### config.mk
export PLATFORM = sky130hd
export DESIGN_NAME = counter_seq_ctrl
export DESIGN_NICKNAME = d
export VERILOG_FILES = /design/src/rtl/counter_seq_ctrl.sv
export SDC_FILE = /design/constraint.sdc
export NUM_CORES = 1
export LEC_CHECK = 0
export CAP_MARGIN = 20
export CORE_ASPECT_RATIO = 0.6
export CORE_MARGIN = 3
export CORE_UTILIZATION = 40
export DETAILED_ROUTE_END_ITERATION = 10
export PLACE_DENSITY = 0.67
export SLEW_MARGIN = 20
export SYNTH_ARGS = -nofsm -noshare
export SYNTH_HDL_FRONTEND = slang
export SYNTH_SLANG_ARGS = --single-unit
export TNS_END_PERCENT = 30
### constraint.sdc
create_clock -name clock -period 1.47 [get_ports clock]
set_clock_uncertainty 0.1 [all_clocks]
set_input_delay 0.294 -clock clock [delete_from_list [all_inputs] [get_ports clock]]
set_output_delay 0.294 -clock clock [all_outputs]
set_load 0.05 [all_outputs]
### src/rtl/counter_seq_ctrl.sv
// counter_seq_ctrl
// Drives enable/direction of an external up/down counter so that its value
// walks to a commanded target, dwells there for DWELL cycles, then pulses done.
// Optional macro COUNTER_SEQ_PINGPONG_EN adds a RETURN leg back to the origin.
//
// Ports:
//   clock      in   rising-edge clock
//   reset      in   asynchronous active-high reset
//   start      in   command strobe, sampled only while idle
//   target     in   destination value, captured on accepted start
//   abort      in   cancels the current command from any state
//   sum        in   live counter value fed back from the counter
//   counter_en out  counter enable (combinational, stops exactly on target)
//   add_or_sub out  counter direction, 1 = up, 0 = down (registered)
//   busy       out  high while a command is in progress (registered)
//   done       out  one-cycle completion pulse (registered)
module counter_seq_ctrl #(
  parameter int unsigned WIDTH = 4,
  parameter int unsigned DWELL = 2
) (
  input  logic             clock,
  input  logic             reset,
  input  logic             start,
  input  logic [WIDTH-1:0] target,
  input  logic             abort,
  input  logic [WIDTH-1:0] sum,
  output logic             counter_en,
  output logic             add_or_sub,
  output logic             busy,
  output logic             done
);

  localparam int unsigned DWELL_W = 8;

  typedef enum logic [1:0] {
    S_IDLE   = 2'd0,
    S_RUN    = 2'd1,
`ifdef COUNTER_SEQ_PINGPONG_EN
    S_HOLD   = 2'd2,
    S_RETURN = 2'd3
`else
    S_HOLD   = 2'd2
`endif
  } state_t;

  state_t               state_q, state_d;
  logic [WIDTH-1:0]     tgt_q, tgt_d;
  logic                 dir_q, dir_d;
  logic [DWELL_W-1:0]   dwell_q, dwell_d;
  logic                 busy_q, done_q, done_d;
`ifdef COUNTER_SEQ_PINGPONG_EN
  logic [WIDTH-1:0]     origin_q, origin_d;
`endif

  // State and output registers
  always_ff @(posedge clock or posedge reset) begin
    if (reset) begin
      state_q  <= S_IDLE;
      tgt_q    <= '0;
      dir_q    <= 1'b1;
      dwell_q  <= '0;
      busy_q   <= 1'b0;
      done_q   <= 1'b0;
`ifdef COUNTER_SEQ_PINGPONG_EN
      origin_q <= '0;
`endif
    end else begin
      state_q  <= state_d;
      tgt_q    <= tgt_d;
      dir_q    <= dir_d;
      dwell_q  <= dwell_d;
      busy_q   <= (state_d != S_IDLE);
      done_q   <= done_d;
`ifdef COUNTER_SEQ_PINGPONG_EN
      origin_q <= origin_d;
`endif
    end
  end

  // Next-state, next-register values and the combinational counter enable
  always_comb begin
    state_d    = state_q;
    tgt_d      = tgt_q;
    dir_d      = dir_q;
    dwell_d    = dwell_q;
    done_d     = 1'b0;
    counter_en = 1'b0;
`ifdef COUNTER_SEQ_PINGPONG_EN
    origin_d   = origin_q;
`endif
    if (abort) begin
      // Abort beats everything, including a simultaneous start in idle
      state_d = S_IDLE;
    end else begin
      case (state_q)
        S_IDLE: begin
          if (start) begin
            tgt_d = target;
`ifdef COUNTER_SEQ_PINGPONG_EN
            origin_d = sum;
`endif
            // Magnitude compare so the counter never wraps; equal keeps direction
            if (target > sum) begin
              dir_d = 1'b1;
            end else if (target < sum) begin
              dir_d = 1'b0;
            end
            state_d = S_RUN;
          end
        end
        S_RUN: begin
          counter_en = (sum != tgt_q);
          if (sum == tgt_q) begin
            dwell_d = DWELL_W'(DWELL);
            state_d = S_HOLD;
          end
        end
        S_HOLD: begin
          dwell_d = dwell_q - DWELL_W'(1);
          if (dwell_q == DWELL_W'(1)) begin
`ifdef COUNTER_SEQ_PINGPONG_EN
            dir_d   = ~dir_q;
            state_d = S_RETURN;
`else
            done_d  = 1'b1;
            state_d = S_IDLE;
`endif
          end
        end
`ifdef COUNTER_SEQ_PINGPONG_EN
        S_RETURN: begin
          counter_en = (sum != origin_q);
          if (sum == origin_q) begin
            done_d  = 1'b1;
            state_d = S_IDLE;
          end
        end
`endif
        default: state_d = S_IDLE;
      endcase
    end
  end

  assign add_or_sub = dir_q;
  assign busy       = busy_q;
  assign done       = done_q;

endmodule

* Word-level counts from Yosys, hierarchy flattened
Index checks and enable logic that the tools add are counted.
** Operators by class
- Add/sub/neg operators :: 1
- Order comparisons :: 2
- Equality and inequality tests :: 6
- Mux-type cells :: 14
- Bitwise operators :: 1
- Reductions and logical operators :: 7
** Operators by type and width (number)
- one-hot mux 8 bit (2 select lines) :: 1
- equality test 8 x 1 -> 1 bit (second input constant) :: 1
- two-way mux 2 bit :: 4
- two-way mux 8 bit :: 1
- subtractor 8 x 1 -> 8 bit (second input constant) :: 1
- two-way mux 1 bit :: 7
- one-hot mux 2 bit (3 select lines) :: 1
- AND reduction 3 bit :: 2
- nonzero test 2 bit :: 3
- equality test 4 bit :: 1
- greater-than comparator 4 bit :: 1
- < comparator 4 bit :: 1
- inequality test 4 bit :: 1
- AND reduction 4 bit :: 1
- equality test 2 x 1 -> 1 bit (second input constant) :: 1
- equality test 2 bit (second input constant) :: 1
- logical NOT 2 bit :: 1
- inequality test 2 bit (second input constant) :: 1
- NOT 1 bit :: 1
** Storage, ports and cells
- Register bits after elaboration :: 17
- Input port bits :: 12
- Output and inout bits :: 4
- Word-level logic and storage cells :: 37

* Longest topological paths before layout
- Depth after elaboration :: 5
- Mapped depth :: 6
- Mapped depth without buffers :: 6

* Worst setup path before layout
OpenSTA, ideal clock, no wires.
- Path type :: register to output
- Start :: register state_q[0]
- End :: output counter_en
- Arrival :: 1.537 ns
- Data required time :: 1.076 ns
- Slack :: -0.461 ns
- Stages on the path, launching flop included :: 4
- Cells stage by stage :: dfrtp_1 buf_2 or3b_1 nor2_1
** On the way
- Word-level cells in the longest chain between the ends :: 3
** RTL lines
- start: declaration :: RTL line 46 : state_t state_q, state_d;
- start signal: assignment :: RTL line 68 : state_q <= state_d;
- equality test 2 x 1 -> 1 bit :: RTL line 95 : case (state_q)
- two-way mux 1 bit :: RTL line 95
- two-way mux 1 bit :: RTL line 91 : if (abort) begin
- end: declaration :: RTL line 27 : output logic counter_en,
No other way between the ends.

* Final worst setup path
- Start :: register tgt_q[0]
- End :: output counter_en
** On the way
- Word-level cells in the longest chain between the ends :: 3
** RTL lines
- start: declaration :: RTL line 47 : logic [WIDTH-1:0] tgt_q, tgt_d;
- start signal: assignment :: RTL line 69 : tgt_q <= tgt_d;
- inequality test 4 bit :: RTL line 112 : counter_en = (sum != tgt_q);
- two-way mux 1 bit :: RTL line 95
- two-way mux 1 bit :: RTL line 91
No other way between the ends.

==> impl_results.md <==
- Status: complete, but fails checks
- Failing checks: setup timing
- Initial Utilization: between 40% and 50%
- Die width: 69.0 um
- Max cap viols: 0
- Critical path's top delay family: flip-flops
- Most used DFF post-synth: dfrtp_1
- Gr usage total: 15.0%
- Tmin final: between 1.5 and 2 ns
- I/O Buffers: 15
- Die Area: ~3000 um^2
- Vias in the first global route: about 700
- WP buf/inv: 2
- WP data arrival: 1.43 ns
- Max rail drop VDD: 0.619 mV
- # DRC: 0
- Power Density: between 1000 and 1500 nW/um^2
- CP Data Required Time: about 1.1 ns
- Syn Nets: between 100 and 150
- Layout cells sized above 1: between 30 and 40%
- Root Driver: clkbuf_8
- # IOs: 16
- Synth Area in Compound Gates: 6.44%
- Reg-to-reg endpoint: dwell_q[0]$_DFFE_PP0P_
- Core area: ~2000 um^2
- Crit path largest cell delay: a little under 0.4 ns
- Critical path fanouts, max: 2
- Fin cells: 151
- Setup TNS Final: -0.472 ns
- Worst reg2reg path depth: 5
- Cells along the critical path: xor2_1 > nor4_2 > buf_4 > nor2_4 > buf_12
- Largest net degree at the start of global routing: 18
- Leak: approximately 0.00066 uW
- Count of antenna diodes in the layout: 0
- DR WL/cell: approximately 13 um
- Clock buffer depth: 2
- Final hold viol count: 0
- Worst setup EP type: output port
- Reg2reg setup slack: -0.04 ns
- Multiplexer area fraction after synthesis: 4.73%
- Least-Margin Pin Slew: roughly 0.39 ns
- Synth cell types: 28
- Syn avg cell area: approximately 10 um^2
- Clock slew at reported path FFs: roughly 0.06 ns
- Hold Crit Class: primary input to asynchronous set/reset pin
- Layout area overhead: 45.5%
- Grt ovf: 0
- Post-synthesis simple-gate area fraction: 22.5%
- CTS tree: built
- Hold buffer count at CTS: 0
- Synthesized area: roughly 950 um^2
- Period utilization: 124%
- Yosys warning total: 0
- Worst path slowest cell: dfrtp_1
- Row cnt: 12
- Fin nets: 142
- First-pass GRT wire length: ~3.2 mm
- Endpoints failing setup: 6
- Placed wire-length estimate: roughly 1.5 mm
- First-pass DRT Iterations: 4
- Worst skew pair latency: 0.25 ns
- Final Max Slew Viols: 0
- Kind of critical path: flop to output port
- Combinational family with the most area after synthesis: simple AND/OR/NAND/NOR gates
- Initial antenna violation count: 0
- Dpl cells: between 100 and 150
- Vias/cell: about 4.8
- FFs w/ async S/R, synth: between 90% and 100%
- Routability congestion estimate: approximately 0.84
- Max Fclk: 0.549 GHz
- DRT antenna net count: 0
- Synthesized instance count: 91
- Final setup margin: -0.352 ns
- Final WL: 1.96 mm
- Worst r2r src: tgt_q[0]$_DFFE_PP0P_
- Post-synth EDFFs: 0
- Sequential area share after synthesis: about 45%
- Synth Area in Adders: 7.88%
- Slew headroom: between 70% and 80%
- Area share of xor/xnor cells in the synthesized design: 9.20%
- Unrepaired setup endpoints after global routing: true
- CTS H-tree depth: 1
- Crit start category: flop
- Iter 0 DRT Violations: 26
- Die height: about 44 um
- Num Clock Sinks: 17
- Via count: a little over 700
- Number of synthesized register bits: 17
- CTS buffer count: 3
[cell families (layout without fill, tap and decap cells)]
group,after synthesis,count (layout)
and+or+nand+nor,35,35
DFF,17,17
xor gates and xnor gates,10,10
buffers and inverters,10,42
AOI/OAI and AO/OA,9,9
adders and majority gates,6,6
muxes,4,4
[worst reg2reg max path: stages (launching register included)]
cell     delay, ns
dfrtp_1       0.39
xor2_1        0.17
nor4_2        0.27
nor2b_1       0.18
buf_4         0.18
o21ai_0       0.10
[how the worst max path moves through the flow]
stage                         startpoint                   end  depth (start not counted)  slack, ns
finish              tgt_q[0]$_DFFE_PP0P_            counter_en                          5      -0.35
floorplan           tgt_q[3]$_DFFE_PP0P_  state_q[0]$_DFF_PP0_                          4       -0.1
detailed placement                sum[3]            counter_en                          6      -0.46
global placement                  sum[3]            counter_en                          6      -0.46
global route        tgt_q[3]$_DFFE_PP0P_            counter_en                          5      -0.41
CTS                 tgt_q[1]$_DFFE_PP0P_            counter_en                          5      -0.38
[synthesized netlist by cell type (2+ instances only)]
library cell	count	area share [%]
nand3_1	4	2.1
nor2_1	12	4.7
ha_1	6	7.9
nand3b_1	2	1.6
a21oi_1	3	1.6
inv_1	8	3.2
mux2_2	4	4.7
nand2_1	5	2.0
dfrtp_1	16	42
xor2_1	10	9.2
nand4_1	2	1.3
o21ai_0	2	1.1
nor2b_1	2	1.3
[placed cells by master, fill, tap and decap left out, types with 2 or more instances in the layout]
cell,synthesis,routed
buf_6,0,3
dfrtp_1,16,15
nand3_2,0,2
nand3_1,4,2
clkbuf_8,0,3
clkdlybuf4s50_1,0,6
nor2b_1,2,2
nor2_1,12,11
buf_12,0,4
ha_1,6,6
mux2_4,0,3
nand4_1,2,2
nand2_1,5,5
xor2_1,10,10
dlygate4sd2_1,0,4
buf_4,1,12
inv_1,8,8
a21oi_1,3,2
nand3b_1,2,2
[per-layer routing]
layer	part of all wire (%)	GRT usage, %	vias up
met4	1.3	5.81	0
met5	0	0	-
met1	52	21.4	338
met3	4.9	6.22	4
li1	-	-	372
met2	42	19.9	13
[stage by stage]
step	instance area (um^2)	hold slack [ns]	worst slack [ns]	total power, uW	util [%]
2_1_floorplan	965	0.119	-0.0995	1040	-
3_3_place_gp	1270	0.415	-0.461	1240	62.4
3_5_place_dp	1270	0.416	-0.463	1260	62.4
4_1_cts	1320	0.249	-0.383	1620	64.6
5_1_grt	1390	0.270	-0.408	1790	67.8
6_report	1390	0.247	-0.352	1680	67.8
[state kept, by name, summed over array words and instances (netlist names)]
| register | count |
|---|---|
| add_or_sub | 1 |
| busy | 1 |
| done | 1 |
| dwell_q | 8 |
| state_q | 2 |
| tgt_q | 4 |
[report_power, final]
part	switching, uW	total [uW]	internal [uW]
sequential	118	704	586
clock	152	344	192
combinational	299	628	329
total	568	1680	1110
[repair_timing]
action / in CTS / in global routing
gates resized for setup: 6 / 12
buffers inserted: 0 / 2
endpoints found under the setup margin: 16 / 17
pin swaps: 7 / 8
[layout make-up]
type                            instances  area, um^2
Timing Repair Buffer                   30         312
Tap cell                               28        35.0
Inverter                                8        30.0
Fill cell                             173         657
Multi-Input combinational cell         64         536
Clock buffer                            4        45.0
Sequential cell                        17         428
Power figures use the tool's default switching activity.
